### src/rtl/mfp_ahb_interconnect_pkg.sv
// mfp_ahb_interconnect_pkg
//   Shared constants for the MIPSfpga AHB-lite interconnect: HTRANS
//   encodings, default-slave FSM state encoding and the default
//   five-slave address map (boot RAM, program RAM, GPIO, segment, bot).
//   Slave i occupies bits [32i+31:32i] of the packed base/mask vectors.
package mfp_ahb_interconnect_pkg;

  localparam int MFP_N_SLAVES_DEF = 5;

  localparam logic [1:0] HTRANS_IDLE   = 2'b00;
  localparam logic [1:0] HTRANS_BUSY   = 2'b01;
  localparam logic [1:0] HTRANS_NONSEQ = 2'b10;
  localparam logic [1:0] HTRANS_SEQ    = 2'b11;

  typedef enum logic [1:0] {
    DS_IDLE = 2'd0,
    DS_ERR1 = 2'd1,
    DS_ERR2 = 2'd2
  } ds_state_e;

  //                          bot           segment       gpio          prog RAM      boot RAM
  localparam logic [32*MFP_N_SLAVES_DEF-1:0] MFP_SLV_BASE_DEF =
    {32'h1F40_0000, 32'h1F70_0000, 32'h1F80_0000, 32'h0000_0000, 32'h1FC0_0000};
  localparam logic [32*MFP_N_SLAVES_DEF-1:0] MFP_SLV_MASK_DEF =
    {32'h1FFF_F000, 32'h1FFF_F000, 32'h1FFF_F000, 32'h1FF8_0000, 32'h1FC0_0000};

  // True for NONSEQ/SEQ, the only transfer types that carry a data phase.
  function automatic logic htrans_active(input logic [1:0] htrans);
    return (htrans == HTRANS_NONSEQ) || (htrans == HTRANS_SEQ);
  endfunction

endpackage

### src/rtl/mfp_ahb_default_slave.sv
// mfp_ahb_default_slave
//   Answers transfers that decode to no slave with a two-cycle ERROR
//   response (ERR1: wait+ERROR, ERR2: ready+ERROR) and records the first
//   faulting address/direction for software.
// Ports:
//   clk_i, rst_i      bus clock, synchronous active-high reset
//   hready_i          bus HREADY (address phase accepted when high)
//   req_i             address phase is an unmapped NONSEQ/SEQ
//   haddr_i, hwrite_i address-phase address and direction
//   err_clr_i         clears err_valid_o (a coincident new fault wins)
//   hready_o, hresp_o data-phase response of the default slave
//   err_addr_o, err_write_o, err_valid_o  captured fault
module mfp_ahb_default_slave
  import mfp_ahb_interconnect_pkg::*;
(
  input  logic        clk_i,
  input  logic        rst_i,
  input  logic        hready_i,
  input  logic        req_i,
  input  logic [31:0] haddr_i,
  input  logic        hwrite_i,
  input  logic        err_clr_i,
  output logic        hready_o,
  output logic        hresp_o,
  output logic [31:0] err_addr_o,
  output logic        err_write_o,
  output logic        err_valid_o
);

  ds_state_e   state_q, state_d;
  logic [31:0] err_addr_q, err_addr_d;
  logic        err_write_q, err_write_d;
  logic        err_valid_q, err_valid_d;
  logic        enter_err;

  always_ff @(posedge clk_i) begin
    if (rst_i) begin
      state_q     <= DS_IDLE;
      err_addr_q  <= '0;
      err_write_q <= 1'b0;
      err_valid_q <= 1'b0;
    end else begin
      state_q     <= state_d;
      err_addr_q  <= err_addr_d;
      err_write_q <= err_write_d;
      err_valid_q <= err_valid_d;
    end
  end

  always_comb begin
    state_d  = state_q;
    hready_o = 1'b1;
    hresp_o  = 1'b0;
    case (state_q)
      DS_IDLE: if (hready_i && req_i) state_d = DS_ERR1;
      DS_ERR1: begin
        hready_o = 1'b0;
        hresp_o  = 1'b1;
        state_d  = DS_ERR2;
      end
      DS_ERR2: begin
        hresp_o = 1'b1;
        // Back-to-back faults chain straight into the next ERROR pair.
        state_d = (hready_i && req_i) ? DS_ERR1 : DS_IDLE;
      end
      default: state_d = DS_IDLE;
    endcase
  end

  // Capture on entry to ERR1. A clear in the same cycle re-arms capture,
  // so the new fault is recorded and the flag stays set.
  assign enter_err = (state_d == DS_ERR1) && (state_q != DS_ERR1);

  always_comb begin
    err_addr_d  = err_addr_q;
    err_write_d = err_write_q;
    err_valid_d = err_valid_q;
    if (err_clr_i) err_valid_d = 1'b0;
    if (enter_err && (!err_valid_q || err_clr_i)) begin
      err_addr_d  = haddr_i;
      err_write_d = hwrite_i;
      err_valid_d = 1'b1;
    end
  end

  assign err_addr_o  = err_addr_q;
  assign err_write_o = err_write_q;
  assign err_valid_o = err_valid_q;

endmodule

### src/rtl/mfp_ahb_interconnect.sv
// mfp_ahb_interconnect
//   AHB-lite single-master interconnect: address decode to N_SLAVES
//   slaves (lowest index wins on overlap), registered data-phase select,
//   read-data/response return mux, and a built-in default slave that
//   errors unmapped transfers.
// Ports:
//   HCLK, HRESET                 clock, synchronous active-high reset
//   HADDR, HTRANS, HWRITE        master address phase
//   HRDATA, HREADY, HRESP        data-phase return to master (HREADY also
//                                feeds every slave's HREADY input)
//   HSEL                         one-hot address-phase slave select
//   S_HRDATA, S_HREADYOUT, S_HRESP  packed per-slave returns
//   ERR_ADDR, ERR_WRITE, ERR_VALID, ERR_CLR  unmapped-access capture
module mfp_ahb_interconnect
  import mfp_ahb_interconnect_pkg::*;
#(
  parameter int                      N_SLAVES = MFP_N_SLAVES_DEF,
  parameter logic [32*N_SLAVES-1:0]  SLV_BASE = (32*N_SLAVES)'(MFP_SLV_BASE_DEF),
  parameter logic [32*N_SLAVES-1:0]  SLV_MASK = (32*N_SLAVES)'(MFP_SLV_MASK_DEF)
) (
  input  logic                     HCLK,
  input  logic                     HRESET,
  input  logic [31:0]              HADDR,
  input  logic [1:0]               HTRANS,
  input  logic                     HWRITE,
  output logic [31:0]              HRDATA,
  output logic                     HREADY,
  output logic                     HRESP,
  output logic [N_SLAVES-1:0]      HSEL,
  input  logic [32*N_SLAVES-1:0]   S_HRDATA,
  input  logic [N_SLAVES-1:0]      S_HREADYOUT,
  input  logic [N_SLAVES-1:0]      S_HRESP,
  output logic [31:0]              ERR_ADDR,
  output logic                     ERR_WRITE,
  output logic                     ERR_VALID,
  input  logic                     ERR_CLR
);

  logic [N_SLAVES-1:0] match;
  logic [N_SLAVES-1:0] hsel;
  logic                no_match;
  logic                xfer;

  // dsel bit N_SLAVES is the default slave.
  logic [N_SLAVES:0]   dsel_q, dsel_d;
  logic                dact_q, dact_d;

  logic [31:0]         mux_rdata;
  logic                mux_ready, mux_resp;
  logic                ds_hready, ds_hresp;

  // ---- address decode ------------------------------------------------
  for (genvar i = 0; i < N_SLAVES; i++) begin : g_dec
    assign match[i] = (HADDR & SLV_MASK[32*i +: 32]) == SLV_BASE[32*i +: 32];
  end

  always_comb begin
    logic found;
    hsel  = '0;
    found = 1'b0;
    for (int i = 0; i < N_SLAVES; i++) begin
      if (match[i] && !found) begin
        hsel[i] = 1'b1;
        found   = 1'b1;
      end
    end
  end

  assign HSEL     = hsel;
  assign no_match = ~|match;
  assign xfer     = htrans_active(HTRANS);

  // ---- data-phase select ----------------------------------------------
  always_comb begin
    dsel_d = dsel_q;
    dact_d = dact_q;
    if (HREADY) begin
      dsel_d = {no_match, hsel};
      dact_d = xfer;
    end
  end

  always_ff @(posedge HCLK) begin
    if (HRESET) begin
      dsel_q <= '0;
      dact_q <= 1'b0;
    end else begin
      dsel_q <= dsel_d;
      dact_q <= dact_d;
    end
  end

  // ---- return mux (driven only by registered select, never by HADDR) --
  always_comb begin
    mux_rdata = '0;
    mux_ready = 1'b1;
    mux_resp  = 1'b0;
    for (int i = 0; i < N_SLAVES; i++) begin
      if (dsel_q[i]) begin
        mux_rdata = S_HRDATA[32*i +: 32];
        mux_ready = S_HREADYOUT[i];
        mux_resp  = S_HRESP[i];
      end
    end
    if (dsel_q[N_SLAVES]) begin
      mux_ready = ds_hready;
      mux_resp  = ds_hresp;
    end
  end

  assign HRDATA = mux_rdata;
  assign HREADY = dact_q ? mux_ready : 1'b1;
  assign HRESP  = dact_q ? mux_resp  : 1'b0;

  // ---- default slave ---------------------------------------------------
  mfp_ahb_default_slave u_default_slave (
    .clk_i       (HCLK),
    .rst_i       (HRESET),
    .hready_i    (HREADY),
    .req_i       (no_match && xfer),
    .haddr_i     (HADDR),
    .hwrite_i    (HWRITE),
    .err_clr_i   (ERR_CLR),
    .hready_o    (ds_hready),
    .hresp_o     (ds_hresp),
    .err_addr_o  (ERR_ADDR),
    .err_write_o (ERR_WRITE),
    .err_valid_o (ERR_VALID)
  );

endmodule

### config.mk
export PLATFORM = sky130hd
export DESIGN_NAME = mfp_ahb_interconnect
export DESIGN_NICKNAME = d
export VERILOG_FILES = /design/src/rtl/mfp_ahb_interconnect_pkg.sv /design/src/rtl/mfp_ahb_default_slave.sv /design/src/rtl/mfp_ahb_interconnect.sv
export SDC_FILE = /design/constraint.sdc
export NUM_CORES = 1
export LEC_CHECK = 0
export CAP_MARGIN = 30
export CORE_ASPECT_RATIO = 1.75
export CORE_MARGIN = 1.5
export CORE_UTILIZATION = 35
export DETAILED_ROUTE_END_ITERATION = 10
export PLACE_DENSITY = 0.78
export SYNTH_ARGS = -nofsm -noshare
export SYNTH_HDL_FRONTEND = slang
export SYNTH_SLANG_ARGS = --single-unit
### constraint.sdc
create_clock -name HCLK -period 4.7 [get_ports HCLK]
set_clock_uncertainty 0.1 [all_clocks]
set_input_delay 0.47 -clock HCLK [delete_from_list [all_inputs] [get_ports HCLK]]
set_output_delay 0.47 -clock HCLK [all_outputs]
set_load 0.01 [all_outputs]
==> out/results.ini <==
[cts]
cts_buffer_depth = 2
cts_sinks = 43
numCtsBuffers = 5
cts_resized = 0
cts_tree = done
clock_tree.root_cell = clkbuf_16
cts_setup_buffers = 0
insertion_delay_ps = 300
cts_max_level = 2
hold_buffers = 0
cts.clk_slew.worst_paths_ps = 60

[synth]
synth_area_leaders = dfxtp_1, nor3b_1, o21ai_0
ys_seq_elements = 43
yosysWarningCount = 0
synth_fp_nets = 803
synthFlopType = dfxtp_1
synth_edf_count = 0
syn_area_per_cell_um2 = 7.17
synth.top_cell.area_share = 0.203
yosysSeqAreaShare = 0.203
netlist_instances = 590
synth_area_um2 = 4230
ys_types = 43
yosysTopAreaCell = dfxtp_1
async_flop_share = 0

[die]
die_w_um = 86.1
start_util = 0.356
ios = 281
die-area_um2 = 12800
coreArea_um2 = 11900
die_y_um = 148
rows = 53

[timing]
fmax_mhz = 291
max_slew.worst_pin.slew_ps = 922
final-max-slew-violation-count = 0
tns_ps = 0
finalSetupViolations = 0
setup_ws_ps = 1260
hold_viol_final = 0
post-route-min-period_ps = 3440
rsz0062_at_grt = false
relSlewSlack = 0.385
period_share = 0.731

[final_layout]
drive_gt1_frac = 0.0757
final_common_cell = clkdlybuf4s50_1
nets = 1031
syn_to_final_growth_pct = 69.5
final_cell_mix = clkdlybuf4s50_1, nor3b_1, o21ai_0
finish.utilization = 0.604

[flow_run]
drv_cap = 0

[detailed_routing]
ant_nets = 0
wirelength_mm = 19.4
drt_iter0_markers = 251
dr.pass1.iters = 4
vias = 5690
remaining_drc_errors = 0
post_drt_wl_per_cell_um = 20.2
routed_via_density = 5.94

[status]
outcome = completed

[power_and_ir_drop]
report.power.total_uw = 1390
p_leak_uw = 0.00244
pwr_density_cell_nw_per_um2 = 193
ir_drop_mv = 0.255

[global_route]
grt_max_degree = 76
grt_pass1_wl_mm = 29.3
antenna_found_initial = 4
grt_use_total = 0.289
grt_pass1_vias = 5419
globalRouteOverflowTotal = 0

[placed_design]
io_buffers = 279
gp_congestion = 0.882
dp_hpwl_mm = 14.3
pre_cts_ws_ps = 1170

[setup_path]
worst_setup_path_end_kind = output port
critPathLaunchType = input pin
path_class = input pin to output port
critPathRequiredTime_ps = 4130
cp.arrival_ps = 2870
critPathMaxFanout = 6

[worst_hold_path]
hold_class = flop to flop

logic make-up (layout without fill, tap and decap cells):
group           after synthesis  in the layout  synth area share
flops                        43             43             0.203
simple gates                282            282             0.408
compound gates              181            181             0.284
other cells                   0              2                 0
fa+ha+maj                     5              5            0.0148
xor+xnor                      1              1           0.00207
buf+inv                      78            307            0.0881
path summary, 6_finish.rpt:
check	start	endpoint	slack, ps	cells after the start
max reg2reg	dsel_q[3]	u_default_slave.state_q[0]	2110	7
max	HADDR[13]	HSEL[2]	1260	5
min	dsel_q[0]	dsel_q[0]	370	2
min reg2reg	dsel_q[0]	dsel_q[0]	370	2
cells in the mapped netlist, drive strengths merged, types with 4 or more instances:
cell,n
nand2,47
ha,5
a32oi,33
a21oi,40
o21ai,67
nor3b,66
nor3,34
inv,7
nand3,67
nor2,12
nand4,4
nor2b,37
a221oi,33
clkbuf,49
dfxtp,43
buf,21
nor4,5
per-stage QoR:
stage / instances / instance area [um^2] / hold WS [ps]
detailed placement: 948 / 6990 / 369
global route: 956 / 7170 / 407
CTS: 956 / 7170 / 380
floorplan: 590 / 4230 / 327
finish: 958 / 7170 / 373
global placement: 947 / 6970 / 337
state kept, by name, summed over array words and instances, names as in the netlist:
signal,cells
u_default_slave.err_write_o,1
dact_q,1
u_default_slave.state_q,2
dsel_q,6
u_default_slave.err_valid_o,1
u_default_slave.err_addr_o,32
final cells by class:
| type | instances | area, um^2 |
|---|---|---|
| Antenna cell | 2 | 5.00 |
| Inverter | 8 | 30.0 |
| Timing Repair Buffer | 291 | 2900 |
| Clock inverter | 2 | 35.0 |
| Sequential cell | 43 | 865 |
| Clock buffer | 6 | 139 |
| Tap cell | 137 | 171 |
| Fill cell | 1068 | 4700 |
| Multi-Input combinational cell | 469 | 3030 |
where the power goes:
part	total [uW]	switching [uW]	leakage (uW)	internal (uW)
sequential	447	35.7	0.000354	411
clock	421	156	0.0000869	265
combinational	520	221	0.00200	298
total	1390	413	0.00244	974
metal layers:
layer  GRT usage  up-vias  share of wire
met5           0        -         0.0022
met4      0.0839        6          0.026
met3       0.102       38           0.12
met2       0.526      304           0.51
met1       0.310     2657           0.35
li1            -     2685              -
critical path: stages:
cell             delay, ps
clkdlybuf4s50_1        440
nor4_2                 390
nand4_2                230
nor4_1                 620
clkdlybuf4s50_1        710
Power figures use the tool's default switching activity.
==> patch 1 (same flow settings) <==
Re-encode `ds_state_e` (3 states) as one-hot, 3 bits wide.
--- a/src/rtl/mfp_ahb_interconnect_pkg.sv
+++ b/src/rtl/mfp_ahb_interconnect_pkg.sv
@@ -12,10 +12,10 @@
   localparam logic [1:0] HTRANS_NONSEQ = 2'b10;
   localparam logic [1:0] HTRANS_SEQ    = 2'b11;
 
-  typedef enum logic [1:0] {
-    DS_IDLE = 2'd0,
-    DS_ERR1 = 2'd1,
-    DS_ERR2 = 2'd2
+  typedef enum logic [2:0] {
+    DS_IDLE = 3'b001,
+    DS_ERR1 = 3'b010,
+    DS_ERR2 = 3'b100
   } ds_state_e;
 
   //                          bot           segment       gpio          prog RAM      boot RAM
Check against the original RTL: no difference found for any inputs over 10 cycles, from zero or initial values and one cycle with HRESET high; not proved beyond that.
==> patch 1 against the original RTL <==
Global-route usage down 2.7 points; area after synthesis down 21%; count of clock-buffer cells in the layout unchanged; cell area down 11%; maximum frequency up 4.0%; worst setup slack better by 0.13 ns; sequential cell count up 1; wire length down 28%; combinational power down 35%; hold slack about the same; core utilization up 7.3 points; via count down 25%; total power down 16%.
==> patch 1: results (changes against the original RTL) <==
[placement]
place_ws_ns=1.423  ; +0.2485 ns
place_area_um2=6188  ; -12%

[power_and_ir_drop]
combPwrFrac_pct=28.8  ; -8.7 points
powerComb_uw=336  ; -35%
p_seq_share_pct=35.7  ; +3.5 points
leakage_uw=0.002236  ; -8.3%

[routing]
drt-pass1-iter-count=5  ; +1
wl_met3_mm=1.837  ; -20%
wl_met2_mm=6.722  ; -31%
vias=4282  ; -25%
first_iter_violations=123  ; -51%
routed_wl_mm=13.84  ; -28%

[finish]
final-seq-area_um2=884.6  ; +2.3%
fin_nets=907  ; -12%
multi_input_gates=360  ; -23%
multi_input_area_um2=2298  ; -24%
buffer_area_share_pct=44.66  ; +4.3 points
clk_share_pct=2.789  ; +0.36 points
nNonClkInverters=2  ; -6

[logic_synthesis]
ys_types=35  ; -19%
ys_top_cells_by_area=dfxtp_1 26%, nand2b_1 13%, mux2i_1 11%
netlist_top_cells_count=68 x nand2b_1, 44 x dfxtp_1, 38 x mux2i_1, 38 x nand2_1, 38 x nor3_1

[outcome]
status=completed

[global_routing]
grt_pass1_wl_mm=21.53  ; -26%
grt_use_total_pct=26.23  ; -2.7 points

[clock_tree]
cts_sinks=44  ; +2.3%

[worst_setup_path]
critical_path_arrival_ns=2.73  ; -0.14 ns

[sta]
whs_ns=0.3730  ; +0.0003680 ns

==> patch 1: cell count changes after synthesis, sizes merged, moves of 32 or more <==
cell    change
nand2b     +66
nor3b      -65
a32oi      -32
mux2i      +38
o21ai      -33
nand3      -66
==> patch 1: final timing paths <==
| path | start | to | cells past startpoint |
|---|---|---|---|
| min | u_default_slave.err_addr_o[2] | u_default_slave.err_addr_o[2] | 2 |
| max | HADDR[17] | HSEL[3] | 5 |
| min reg2reg | u_default_slave.err_addr_o[2] | u_default_slave.err_addr_o[2] | 2 |
| max reg2reg | dsel_q[2] | u_default_slave.err_addr_o[16] | 6 |
==> patch 1: metrics by stage <==
step | cells | util [%]
global route | 824 | 67.71
global placement | 814 | 65.77
floorplan | 447 | -
detailed placement | 814 | 65.77
CTS | 822 | 67.66
finish | 824 | 67.71
==> patch 1: logic make-up after synthesis <==
group	synth area share [%]
AND/OR/NAND/NOR	35.42
XOR/XNOR	0.7814
AO/OA/AOI/OAI	20.76
multiplexers	11.31
buffers and inverters	5.543
flip-flops	26.19
==> patch 2 (same flow settings) <==
Without the edit above. Make the reset (`HRESET` and `rst_i`) asynchronous in 2 clocked blocks. Comments in the files are not updated.
--- a/src/rtl/mfp_ahb_default_slave.sv
+++ b/src/rtl/mfp_ahb_default_slave.sv
@@ -33,7 +33,7 @@
   logic        err_valid_q, err_valid_d;
   logic        enter_err;
 
-  always_ff @(posedge clk_i) begin
+  always_ff @(posedge clk_i or posedge rst_i) begin
     if (rst_i) begin
       state_q     <= DS_IDLE;
       err_addr_q  <= '0;
--- a/src/rtl/mfp_ahb_interconnect.sv
+++ b/src/rtl/mfp_ahb_interconnect.sv
@@ -80,7 +80,7 @@
     end
   end
 
-  always_ff @(posedge HCLK) begin
+  always_ff @(posedge HCLK or posedge HRESET) begin
     if (HRESET) begin
       dsel_q <= '0;
       dact_q <= 1'b0;
Formal check against the unedited RTL: differs if HRESET is asserted again (counterexample within 4 cycles, from zero or initial values and one cycle with HRESET high); with HRESET held inactive, the same outputs for 10 cycles.
==> patch 2 against the original RTL <==
Cell count decreased by 21%; wire length fell by 25%; critical endpoint unchanged; maximum frequency shrank 11%; sequential cell count did not move; cell area is 12% lower; area after synthesis shrank 22%; worst setup slack got worse by 0.42 ns; synthesized cell count decreased by 37%.
Power is not compared: it rests on default switching activity, and its combinational part moved more than twofold at a synthesized area within 25%.
==> patch 2: results (changes against the original RTL) <==
[worst_setup_path]
reg2reg_depth=7  ; unchanged
reg2reg_slack_ns=1.76  ; -0.35 ns
slowest_delay_ns=0.63  ; -0.08 ns
crit_start=HADDR[12]
r2r-end=u_default_slave.err_addr_o[16]
critPathSlowestCell=clkdlybuf4s50_1
r2r-start=dsel_q[1]
crit_path_max_fanout=2  ; -4
critical_path_arrival_ns=3.29  ; +0.42 ns

[logic_synthesis]
synthAdderAreaFrac_pct=1.893  ; +0.41 points
seq_area_frac_synth_pct=32.56  ; +12 points
synth_top_family_by_area=compound AO/OA/AOI/OAI gates
ys_types=40  ; -7.0%
ys_top_cells_by_area=dfrtp_1 33%, mux2_4 14%, a221oi_1 8.5%
synth_mux_area_share_pct=16.36  ; +16 points
yosys.area_share.xor_xnor_pct=0.2651  ; +0.058 points
ys.flop_type=dfrtp_1
syn_nets=586  ; -27%
synthArstFlopShare_pct=100.0  ; +100 points
netlist_top_cells_count=43 x dfrtp_1, 37 x a21oi_1, 37 x nand2_1
synth_compound_area_share_pct=21.39  ; -7.0 points

[hold_path]
worstHoldPathCells=1  ; -1
hold_end=u_default_slave.err_addr_o[0]
holdCritPathClass=reg -> reg
min_from=u_default_slave.err_addr_o[0]

[finish]
antenna_cells=0  ; -2
fin_nets=845  ; -18%
num-fill-cells=721  ; -32%
layout_commonest_cell=clkdlybuf4s50_1
final_area_um2=6279  ; -12%
drive_gt1_share_pct=8.847  ; +1.3 points

[routing]
first_iter_violations=122  ; -51%
drt-pass1-iter-count=4  ; unchanged
wire_per_inst_um=19.15  ; -5.2%
via_per_inst=5.256  ; -12%

[placement]
hpwl_mm=11.28  ; -21%
portBuffers=279  ; unchanged
place_ws_ns=0.9217  ; -0.2529 ns
place_area_um2=6113  ; -13%
globalplace.congestion=0.9008  ; +2.2%

[global_routing]
grt_max_degree=71  ; -6.6%
antenna_found_initial=0  ; -4
grt_pass1_vias=4067  ; -25%
grt_pass1_wl_mm=21.98  ; -25%
grt_use_total_pct=27.93  ; -1.0 points

[outcome]
status=completed

[sta]
period_share_pct=82.07  ; +9.0 points
tightestPinTransition_ns=0.5604  ; -0.3619 ns

[clock_tree]
htree_levels=2  ; unchanged
clk_latency_ns=0.29
hold_buffers=0  ; unchanged

[power_and_ir_drop]
sw_frac_of_total_pct=30.55

-- patch 2: cell type report --
type	instances	area share (%)
repair buffers	286	45.52
multi-input cells	289	32.16
flip-flops and latches	43	17.20
well taps	120	2.391
clock buffers	5	1.993
inverters	7	0.4185
clock inverters	3	0.3189
-- patch 2: power groups by stage --
stage | Sequential (uW) | Combinational, uW | Clock (uW)
2_1_floorplan | 707 | 614 | 0
3_3_place_gp | 649 | 1180 | 0
3_5_place_dp | 647 | 1220 | 0
4_1_cts | 655 | 1220 | 347
5_1_grt | 677 | 1280 | 369
6_report | 655 | 1210 | 344
-- patch 2: worst max-delay path: cells and delay by family --
kind	cells	cell delay [ns]
simple gates	4	1.66
buf+inv	3	1.17
-- patch 2: metal layers --
metal	share of wire [%]	vias to the layer above	GRT usage, %	wire length (um)
li1	-	1887	-	-
met1	36	1818	30.12	5164
met2	49	227	48.31	7093
met3	12	26	11.81	1756
met4	2.8	0	9.774	406
met5	0	-	0	0
-- patch 2: cell families after synthesis --
| kind of cell | count (synthesis) |
|---|---|
| buf+inv | 41 |
| mux | 38 |
| fa+ha+maj | 5 |
| simple gates | 132 |
| compound gates | 113 |
| xor+xnor | 1 |
| flops | 43 |
-- patch 2: per-stage QoR --
step	hold WS, ns	total power [uW]	instances
5_1_grt	0.4264	2328	753
3_3_place_gp	0.3703	1834	744
4_1_cts	0.3939	2225	752
3_5_place_dp	0.3797	1863	744
2_1_floorplan	0.3943	1321	373
6_report	0.3880	2209	753
-- patch 2: worst max path at each step --
stage	endpoint	depth (start not counted)
2_1_floorplan	HSEL[2]	5
3_3_place_gp	HSEL[2]	7
3_5_place_dp	HSEL[2]	7
4_1_cts	HSEL[2]	7
5_1_grt	HSEL[2]	7
6_report	HSEL[2]	7
